### config.mk
export PLATFORM = sky130hd
export DESIGN_NAME = debug_master
export DESIGN_NICKNAME = d
export VERILOG_FILES = /design/src/rtl/debug_master.sv
export SDC_FILE = /design/constraint.sdc
export NUM_CORES = 1
export LEC_CHECK = 0
export BUFFER_PORTS_ARGS = -buffer_cell sky130_fd_sc_hd__buf_2
export CAP_MARGIN = 40
export CORE_MARGIN = 3
export CORE_UTILIZATION = 25
export CTS_CLUSTER_SIZE = 24
export DETAILED_ROUTE_END_ITERATION = 10
export GPL_TIMING_DRIVEN = 0
export SLEW_MARGIN = 40
export SYNTH_ARGS = -nofsm -noshare
export SYNTH_HDL_FRONTEND = slang
export SYNTH_SLANG_ARGS = --single-unit
### constraint.sdc
create_clock -name clk -period 2.89 [get_ports clk]
set_input_delay 0.4335 -clock clk [delete_from_list [all_inputs] [get_ports clk]]
set_output_delay 0.4335 -clock clk [all_outputs]
set_load 0.02 [all_outputs]
### src/rtl/debug_master.sv
// debug_master: serial debug-link master. Drives a full-duplex bit-serial link
// (debug_clk/debug_cs/debug_di/debug_do). It sends one queued command byte or a Nop
// in every byte slot, and parses the returned byte stream into
// header/length/payload messages.
//
// Command handshake: a byte moves into the one-entry holding register on any
// rising clk edge where cmd_valid && cmd_ready. cmd_ready is low while the
// register is full. The register empties at the next byte start, when its
// contents go into the transmit shifter.
module debug_master #(
  parameter int ClkDivider = 4
) (
  input  logic       clk,
  input  logic       rst,
  input  logic       en,
  input  logic [7:0] cmd_data,
  input  logic       cmd_valid,
  output logic       cmd_ready,
  output logic       msg_start,
  output logic [7:0] msg_type,
  output logic [7:0] msg_len,
  output logic [7:0] msg_data,
  output logic       msg_data_valid,
  output logic       msg_done,
  output logic       sync_err,
  output logic       debug_clk,
  output logic       debug_cs,
  output logic       debug_di,
  input  logic       debug_do,
  output logic [1:0] dbg_link_state,
  output logic [1:0] dbg_parse_state
);

  localparam logic [7:0] HalfLast = 8'(ClkDivider - 1);

  typedef enum logic [1:0] {L_IDLE, L_SETUP, L_XFER, L_STOP} link_t;
  typedef enum logic [1:0] {P_HDR, P_LEN, P_PAYLOAD, P_NOPLEN} parse_t;

  link_t       r_link, w_link_nxt;
  parse_t      r_parse, w_parse_nxt;
  logic [7:0]  r_half_cnt;
  logic        r_sclk;
  logic [2:0]  r_bit_cnt;
  logic [7:0]  r_tx_sh;
  logic [6:0]  r_rx_sh;
  logic        r_hold_full;
  logic [7:0]  r_hold_data;

  logic [7:0]  r_rem, r_type, r_len, r_data;
  logic        r_start, r_dv, r_done, r_err;
  logic [7:0]  w_rem_nxt, w_type_nxt, w_len_nxt, w_data_nxt;
  logic        w_start_nxt, w_dv_nxt, w_done_nxt, w_err_nxt;

  logic        w_half_end, w_rise, w_fall, w_byte_start, w_byte_done, w_stop;
  logic        w_accept;
  logic [7:0]  w_rx_byte;

  assign w_half_end = (r_half_cnt == HalfLast);
  assign w_accept   = cmd_valid && !r_hold_full;
  // The eighth sample is taken live, so a complete byte is visible on the fall.
  assign w_rx_byte  = {r_rx_sh, debug_do};
  assign w_stop     = w_byte_done && !en;

  // Link state register.
  always_ff @(posedge clk or posedge rst) begin
    if (rst) r_link <= L_IDLE;
    else     r_link <= w_link_nxt;
  end

  // Link next state plus the clock-edge and byte-boundary strobes.
  always_comb begin
    w_link_nxt   = r_link;
    w_rise       = 1'b0;
    w_fall       = 1'b0;
    w_byte_start = 1'b0;
    w_byte_done  = 1'b0;
    case (r_link)
      L_IDLE: begin
        if (en) begin
          w_link_nxt   = L_SETUP;
          w_byte_start = 1'b1;
        end
      end
      L_SETUP: begin
        if (w_half_end) begin
          w_link_nxt = L_XFER;
          w_rise     = 1'b1;
        end
      end
      L_XFER: begin
        if (w_half_end) begin
          if (!r_sclk) begin
            w_rise = 1'b1;
          end else begin
            w_fall = 1'b1;
            if (r_bit_cnt == 3'd7) begin
              w_byte_done = 1'b1;
              if (en) w_byte_start = 1'b1;
              else    w_link_nxt   = L_STOP;
            end
          end
        end
      end
      L_STOP: begin
        if (w_half_end) w_link_nxt = L_IDLE;
      end
      default: w_link_nxt = L_IDLE;
    endcase
  end

  // Half-period timer, serial clock, bit counter, shifters and holding register.
  always_ff @(posedge clk or posedge rst) begin
    if (rst) begin
      r_half_cnt  <= 8'd0;
      r_sclk      <= 1'b0;
      r_bit_cnt   <= 3'd0;
      r_tx_sh     <= 8'd0;
      r_rx_sh     <= 7'd0;
      r_hold_full <= 1'b0;
      r_hold_data <= 8'd0;
    end else begin
      if (r_link == L_IDLE || w_half_end) r_half_cnt <= 8'd0;
      else                                r_half_cnt <= r_half_cnt + 8'd1;

      if (w_rise)      r_sclk <= 1'b1;
      else if (w_fall) r_sclk <= 1'b0;

      if (w_byte_start) r_bit_cnt <= 3'd0;
      else if (w_fall)  r_bit_cnt <= r_bit_cnt + 3'd1;

      // After eight shifts the register is all zeros, so debug_di idles low on stop.
      if (w_byte_start) r_tx_sh <= r_hold_full ? r_hold_data : 8'h00;
      else if (w_fall)  r_tx_sh <= {r_tx_sh[6:0], 1'b0};

      if (w_fall) r_rx_sh <= {r_rx_sh[5:0], debug_do};

      // A full register cannot accept, so load and accept never collide.
      if (w_byte_start && r_hold_full) begin
        r_hold_full <= 1'b0;
      end else if (w_accept) begin
        r_hold_full <= 1'b1;
        r_hold_data <= cmd_data;
      end
    end
  end

  // Parser state and message output registers.
  always_ff @(posedge clk or posedge rst) begin
    if (rst) begin
      r_parse <= P_HDR;
      r_rem   <= 8'd0;
      r_type  <= 8'd0;
      r_len   <= 8'd0;
      r_data  <= 8'd0;
      r_start <= 1'b0;
      r_dv    <= 1'b0;
      r_done  <= 1'b0;
      r_err   <= 1'b0;
    end else begin
      r_parse <= w_parse_nxt;
      r_rem   <= w_rem_nxt;
      r_type  <= w_type_nxt;
      r_len   <= w_len_nxt;
      r_data  <= w_data_nxt;
      r_start <= w_start_nxt;
      r_dv    <= w_dv_nxt;
      r_done  <= w_done_nxt;
      r_err   <= w_err_nxt;
    end
  end

  // Parser next state: decodes each completed byte. Leaving XFER forces HDR.
  always_comb begin
    w_parse_nxt = r_parse;
    w_rem_nxt   = r_rem;
    w_type_nxt  = r_type;
    w_len_nxt   = r_len;
    w_data_nxt  = r_data;
    w_start_nxt = 1'b0;
    w_dv_nxt    = 1'b0;
    w_done_nxt  = 1'b0;
    w_err_nxt   = r_err;
    if (w_byte_done) begin
      case (r_parse)
        P_HDR: begin
          if (w_rx_byte == 8'h00) begin
            w_parse_nxt = P_NOPLEN;
          end else begin
            w_type_nxt  = w_rx_byte;
            w_parse_nxt = P_LEN;
          end
        end
        P_NOPLEN: begin
          if (w_rx_byte != 8'h00) w_err_nxt = 1'b1;
          w_parse_nxt = P_HDR;
        end
        P_LEN: begin
          w_len_nxt   = w_rx_byte;
          w_rem_nxt   = w_rx_byte;
          w_start_nxt = 1'b1;
          if (w_rx_byte == 8'h00) begin
            w_done_nxt  = 1'b1;
            w_parse_nxt = P_HDR;
          end else begin
            w_parse_nxt = P_PAYLOAD;
          end
        end
        P_PAYLOAD: begin
          w_data_nxt = w_rx_byte;
          w_dv_nxt   = 1'b1;
          w_rem_nxt  = r_rem - 8'd1;
          if (r_rem == 8'd1) begin
            w_done_nxt  = 1'b1;
            w_parse_nxt = P_HDR;
          end
        end
        default: w_parse_nxt = P_HDR;
      endcase
      if (w_stop) w_parse_nxt = P_HDR;
    end
  end

  assign cmd_ready       = !r_hold_full;
  assign debug_clk       = r_sclk;
  assign debug_cs        = (r_link == L_SETUP) || (r_link == L_XFER);
  assign debug_di        = r_tx_sh[7];
  assign msg_start       = r_start;
  assign msg_type        = r_type;
  assign msg_len         = r_len;
  assign msg_data        = r_data;
  assign msg_data_valid  = r_dv;
  assign msg_done        = r_done;
  assign sync_err        = r_err;
  assign dbg_link_state  = r_link;
  assign dbg_parse_state = r_parse;

endmodule

Yosys cells after proc, flatten, opt, wreduce, memory -nomap -nowiden

Index checks and enable logic that the tools add are counted.

Bits in registers: 76
Bits of input ports: 13
Output and inout bits: 36
Word-level logic and storage cells: 110

Add/sub/neg operators: 3
Eq/ne operators: 17
Multiplexer cells: 48
Bitwise gates (word level): 2
Reductions and logical operators: 23

Operator list:

| kind                                                                | count |
|---|---|
| 8-bit two-way mux                                                   | 4 |
| 1-bit two-way mux                                                   | 25 |
| 2-bit two-way mux                                                   | 11 |
| 2-bit one-hot mux with 4 select lines                               | 2 |
| 8-bit one-hot mux with 2 select lines                               | 1 |
| 2-bit != test (second input constant)                               | 7 |
| 2-bit AND reduction                                                 | 5 |
| 8-bit by 1-bit adder with 8-bit output (second input constant)      | 1 |
| 2-bit == test (second input constant)                               | 4 |
| 8-bit by 1-bit == test with 1-bit output (second input constant)    | 1 |
| 8-bit by 2-bit == test with 1-bit output (second input constant)    | 1 |
| 8-bit logical NOT                                                   | 1 |
| 2-bit nonzero test                                                  | 4 |
| 8-bit nonzero test                                                  | 1 |
| 8-bit by 1-bit subtractor with 8-bit output (second input constant) | 1 |
| 7-bit AND reduction                                                 | 1 |
| 3-bit two-way mux                                                   | 2 |
| 1-bit one-hot mux with 2 select lines                               | 3 |
| 3-bit AND reduction                                                 | 2 |
| 2-bit by 1-bit == test with 1-bit output (second input constant)    | 2 |
| 2-bit logical NOT                                                   | 2 |
| 3-bit by 1-bit adder with 3-bit output (second input constant)      | 1 |
| 3-bit == test (second input constant)                               | 1 |
| 1-bit logical AND                                                   | 3 |
| other kinds (4)                                                     | 7 |

Longest topological paths before layout

Depth in word-level cells: 8
Depth in mapped cells: 8
Mapped depth without buffers: 6

Worst setup path after synthesis

OpenSTA, ideal clock, no wires.

Path type: register -> register
Start point: register r_link[0] (netlist: dbg_link_state[0])
End point: register r_tx_sh[1]
Library setup time: 0.067 ns
Arrival: 1.965 ns
Data required time: 2.823 ns
Slack: 0.858 ns
Cell stages (with the launch flop): 8
Buffers on the path: 1
Period minus slack after synthesis: 2.032 ns
Cell sequence: dfrtp_1 -> inv_1 -> ha_1 -> and2_1 -> and3_1 -> buf_4 -> a21oi_1 -> a221o_1

Word-level cells in the longest chain between the ends: 3
Elaborated cells on any way between the ends: 6
Classes of those cells: eq/ne (1); mux (3); reduce/logical (2)

RTL lines:

| what                                                                       | RTL line | RTL |
|---|---|---|
| start, declared                                                            | 39       | `link_t r_link, w_link_nxt;` |
| start signal, assigned                                                     | 67       | `else r_link <= w_link_nxt;` |
| 2-bit == test or 2-bit logical NOT (tied branches)                         | 77       | `case (r_link)` |
| 1-bit one-hot mux with 2 select lines or 1-bit two-way mux (tied branches) | 77       |  |
| 8-bit two-way mux or 2-bit nonzero test (tied branches)                    | --       |  |
| end signal, assigned                                                       | 132      | `if (w_byte_start) r_tx_sh <= r_hold_full ? r_hold_data : 8'h00;` |
| end signal, assigned                                                       | 133      | `else if (w_fall) r_tx_sh <= {r_tx_sh[6:0], 1'b0};` |
| end, declared                                                              | 44       | `logic [7:0] r_tx_sh;` |

Several ways; a longest one is shown, not always the timed one.
A chain may end at the register's enable or synchronous reset.

Worst setup path in the final report

Start point: register r_half_cnt[0]
End point: register r_parse[0] (netlist: dbg_parse_state[0])

Word-level cells in the longest chain between the ends: 6
Elaborated cells on any way between the ends: 7
Classes of those cells: eq/ne (2); mux (3); reduce/logical (2)

RTL lines:

| what                                         | RTL line | RTL |
|---|---|---|
| start, declared                              | 41       | `logic [7:0] r_half_cnt;` |
| start signal, assigned                       | 123      | `else r_half_cnt <= r_half_cnt + 8'd1;` |
| 8-bit by 2-bit == test with 1-bit output (*) | 58       | `assign w_half_end = (r_half_cnt == HalfLast);` |
| 1-bit two-way mux (*)                        | 91       | `if (w_half_end) begin` |
| 1-bit two-way mux (*)                        | 77       |  |
| 1-bit logical AND                            | 62       | `assign w_stop = w_byte_done && !en;` |
| 3-bit != test (no source line)               | --       |  |
| 2-bit AND reduction (no source line)         | --       |  |
| end signal, assigned                         | 160      | `r_parse <= w_parse_nxt;` |
| end, declared                                | 40       | `parse_t r_parse, w_parse_nxt;` |

Every way passes the cells marked *; elsewhere a longest branch is shown, timed or not.

==> results list <==
- Core ar.: 13,600 sq um
- Capturing point of the worst reg2reg path: dbg_parse_state[0]
- Summed over all layers, the global routing overflow is 0.
* Final routed DRC violation total: 0
- Post-CTS timing repair inserted 0 buffers for setup.
- Of the cells placed in the final design, the portion with a size suffix greater than 1 is 0.305.
* Fraction of power consumed by the clock network: 0.338
- Max Freq: 446 MHz
- Overall die height: 125 um
- Net Switching: 993 uW
- The final layout contains routed wiring with a total length of 7.56 mm.
* Post-synthesis instance area: 3550 sq um
* Pwr/cell area: 749 nW/um^2
* Slew at the pin with the worst max-slew slack: 0.623 ns
* Buffers added on ports: 48
- Final GP Congestion: 0.788
- Overall die area: 15,700 sq um
* Worst slew margin relative to its limit: 0.584
* Peak ir drop on the vdd network: 0.000347 V
- In the routed layout, each cell is associated on average with a via count of 4.57.
- Synthesized area per cell: 11.6 sq um
- Number of primary I/O pins: 49
* Average detailed-routed wire length per instance: 13.8 um
- Counting flops and latches in the post-synthesis netlist gives 76.
* Worst slack on hold paths: 0.0749 ns
- Synthesis Warnings: 0
- Of the available clock period, the critical path in the final layout requires 0.776.
- Initial antenna violation count: 0
- Synth unique cells: 48
* Required time at the endpoint of the critical path: 3.15 ns
- CTS built an H-tree with a depth of 3.
* Worst Hold Class: in2async
* CTS tree: done
- The first TritonRoute pass finished after 4 iterations.
* Endpoint kind of the worst setup timing path: flop
- Once placement finished, the instance area stood at 4040 sq um.
* Maximum number of pins on one net before global-route repair: 43
- Clk buf depth: 2
* Number of synthesized flops with an enable pin: 0
* Cell leakage power: 2.06 nW
- Number of global-route vias before repair: 2,456
* Internal power of the cells: 2.25 mW
* Post-synthesis net count: 333
* Maximum clock skew at final layout: 0.00646 ns
* Quantity of hold-fixing buffers added after cts: 0
- Clock latency on the worst-skew pair, taken at its later pin, is 0.33 ns.
- Starting Density: 0.262
- Floorplan die width: 125 um
- Of the total power, the share spent switching nets is 0.306.
- In this run the worst path has a maximum fanout of 9.
- Summing all non-filler instances in the final layout gives an area of 4330 sq um.
- R2r setup slk: 0.65 ns
- For the worst setup path, the data arrival time is 2.50 ns.
* Synth-to-Final Area Change: 21.9%
* Max-slew violation count: 0
- The filler cells instantiated in the layout total 1,395.
- For the finished layout, the period the worst path requires is 2.24 ns.
* Aggregate negative setup slack: 0 ns
- Worst Path Class, Setup: reg2reg
- Result of the run: complete, no violations
* Number of rows created at floorplan: 42
* Count of cells resized by post-cts repair: 0
- Via count: 2,499
- In the synthesized netlist the dominant register cell turns out to be dfrtp_1.
- 0 antenna diodes ended up in the layout.
- Proportion of synthesized flip-flops having asynchronous set or reset: 1.00
- Fin util: 0.319
- Final count of hold timing violations: 0
- In this run, the number of DRC markers left after iteration 0 of detailed routing was 102.
* HPWL reported at the end of detailed placement: 5.47 mm
* Category of the worst setup path launch point: flop
* Number of nets with antenna violations after routing: 0
- Clk pin slew, worst setup/hold paths: 0.06 ns
- Overall power consumption after layout is estimated at 3.24 mW.
- Reg-to-reg critical path startpoint: r_half_cnt[0]
- Unrepaired setup endpoints after global routing: no
* Relative contribution of combinational cells to total power: 0.225
- Sequential fraction of design power: 0.437
* Number of max-capacitance violations reported: 0
- Setup violations remaining at the end of the flow were counted as 0.
- At the end of the flow, the number of nets in the layout was 393.
- Measured in cells, the most critical reg-to-reg path has a length of 5.
- Number of sinks handled by clock tree synthesis: 76
- TritonCTS created 9 clock buffers.
- Of the synthesized area, sequential elements account for 0.536.
- Global-route total usage across every layer: 0.0985
- The first global-routing pass estimated 12.4 mm of wire.
- Clock tree synthesis selected as its root buffer the cell clkbuf_16.
- Synthesized instance count: 306
cell usage after synthesis (2+ instances only):
| cell | count | area, sq um |
|---|---|---|
| buf_2 | 3 | 15.0 |
| mux2i_1 | 3 | 30.0 |
| xor2_1 | 2 | 17.5 |
| nor2_1 | 9 | 33.8 |
| dfrtp_1 | 76 | 1900 |
| nand3_1 | 9 | 45.0 |
| ha_1 | 14 | 175 |
| buf_4 | 2 | 15.0 |
| nor4_1 | 2 | 12.5 |
| and3_1 | 5 | 31.3 |
| or3b_2 | 2 | 17.5 |
| o21ai_0 | 8 | 40.0 |
| nand2_1 | 39 | 146 |
| a21oi_1 | 11 | 55.1 |
| xnor2_1 | 5 | 43.8 |
| nor3_1 | 9 | 45.0 |
| nor2b_1 | 3 | 18.8 |
| nand4b_1 | 2 | 17.5 |
| nand3_4 | 2 | 35.0 |
| mux2_2 | 33 | 372 |
| and2_1 | 11 | 68.8 |
| nand4_1 | 2 | 12.5 |
| nor3b_1 | 3 | 22.5 |
| o22ai_1 | 3 | 18.8 |
| a221o_1 | 7 | 70.1 |
| clkbuf_1 | 6 | 22.5 |
| inv_1 | 12 | 45.0 |
| and4_1 | 2 | 17.5 |
| o211ai_1 | 2 | 15.0 |
critical path, cell delays in order, from the launching register on:
cell and delay (ns):
dfrtp_1 0.38, ha_1 0.25, nor3b_1 0.46, nand3_1 0.40
nor3b_1 0.44, mux2i_1 0.23
final cells by class:
type,count,area [sq um],area share
flip-flops and latches,76,1900,0.439
well taps,176,220,0.0509
clock buffers,9,225,0.0520
inverters,12,50.0,0.0116
repair buffers,49,260,0.0601
clock inverters,7,67.6,0.0156
plain buffers,11,52.6,0.0121
multi-input cells,207,1550,0.358
power by group through the flow:
stage | sequential [mW] | combinational, mW | clock, mW
global placement | 1.43 | 0.723 | 0
floorplan | 1.42 | 0.542 | 0
finish | 1.41 | 0.731 | 1.10
detailed placement | 1.43 | 0.748 | 0
CTS | 1.42 | 0.749 | 1.13
global route | 1.45 | 0.827 | 1.18
stage by stage:
stage | setup slack, ns | cells
4_1_cts | 0.649 | 547
6_report | 0.648 | 547
3_5_place_dp | 0.665 | 531
2_1_floorplan | 0.518 | 306
5_1_grt | 0.436 | 547
3_3_place_gp | -0.360 | 530
worst max-delay path by stage:
stage / cells after the start / start / slack, ns / end
after floorplan: 1 / rst / 0.52 / dbg_link_state[0]
after global placement: 2 / rst / -0.36 / msg_type[6]
after detailed placement: 5 / r_half_cnt[0] / 0.66 / dbg_parse_state[0]
after CTS: 5 / r_half_cnt[0] / 0.65 / dbg_parse_state[0]
after global routing: 5 / r_half_cnt[0] / 0.44 / dbg_parse_state[0]
final: 5 / r_half_cnt[0] / 0.65 / dbg_parse_state[0]
layout by cell type, fill, tap and decap left out, types with 9 or more instances in the layout:
cell,netlist,routed
a21oi_1,11,11
and2_1,11,11
buf_2,3,51
clkbuf_16,0,9
dfrtp_1,76,76
ha_1,14,14
inv_1,12,11
mux2_2,33,33
nand2_1,39,39
nand3_1,9,9
nor2_1,9,9
nor3_1,9,9
cell families (layout without fill, tap and decap cells):
group / after synthesis / in the layout / synth area share
and+or+nand+nor: 106 / 106 / 0.166
DFF: 76 / 76 / 0.536
AOI/OAI and AO/OA: 44 / 44 / 0.0906
muxes: 36 / 36 / 0.113
buffers and inverters: 23 / 88 / 0.0275
adders and majority gates: 14 / 14 / 0.0493
xor gates and xnor gates: 7 / 7 / 0.0173
registers in the layout, indices dropped and copies added, names as in the netlist, 2 cells and up:
register         cells
dbg_link_state       2
dbg_parse_state      2
msg_data             8
msg_len              8
msg_type             8
r_bit_cnt            3
r_half_cnt           8
r_hold_data          8
r_rem                8
r_rx_sh              7
r_tx_sh              8
metal layers:
metal  track usage  wire, um  up-vias  share of wire
met5             0         0        -              0
met4        0.0313       114        0          0.015
met3        0.0337       332       13          0.044
met2         0.168      3880       53           0.51
met1         0.117      3230     1219           0.43
li1              -         -     1214              -
No activity file was read; power rests on OpenSTA's default activity.
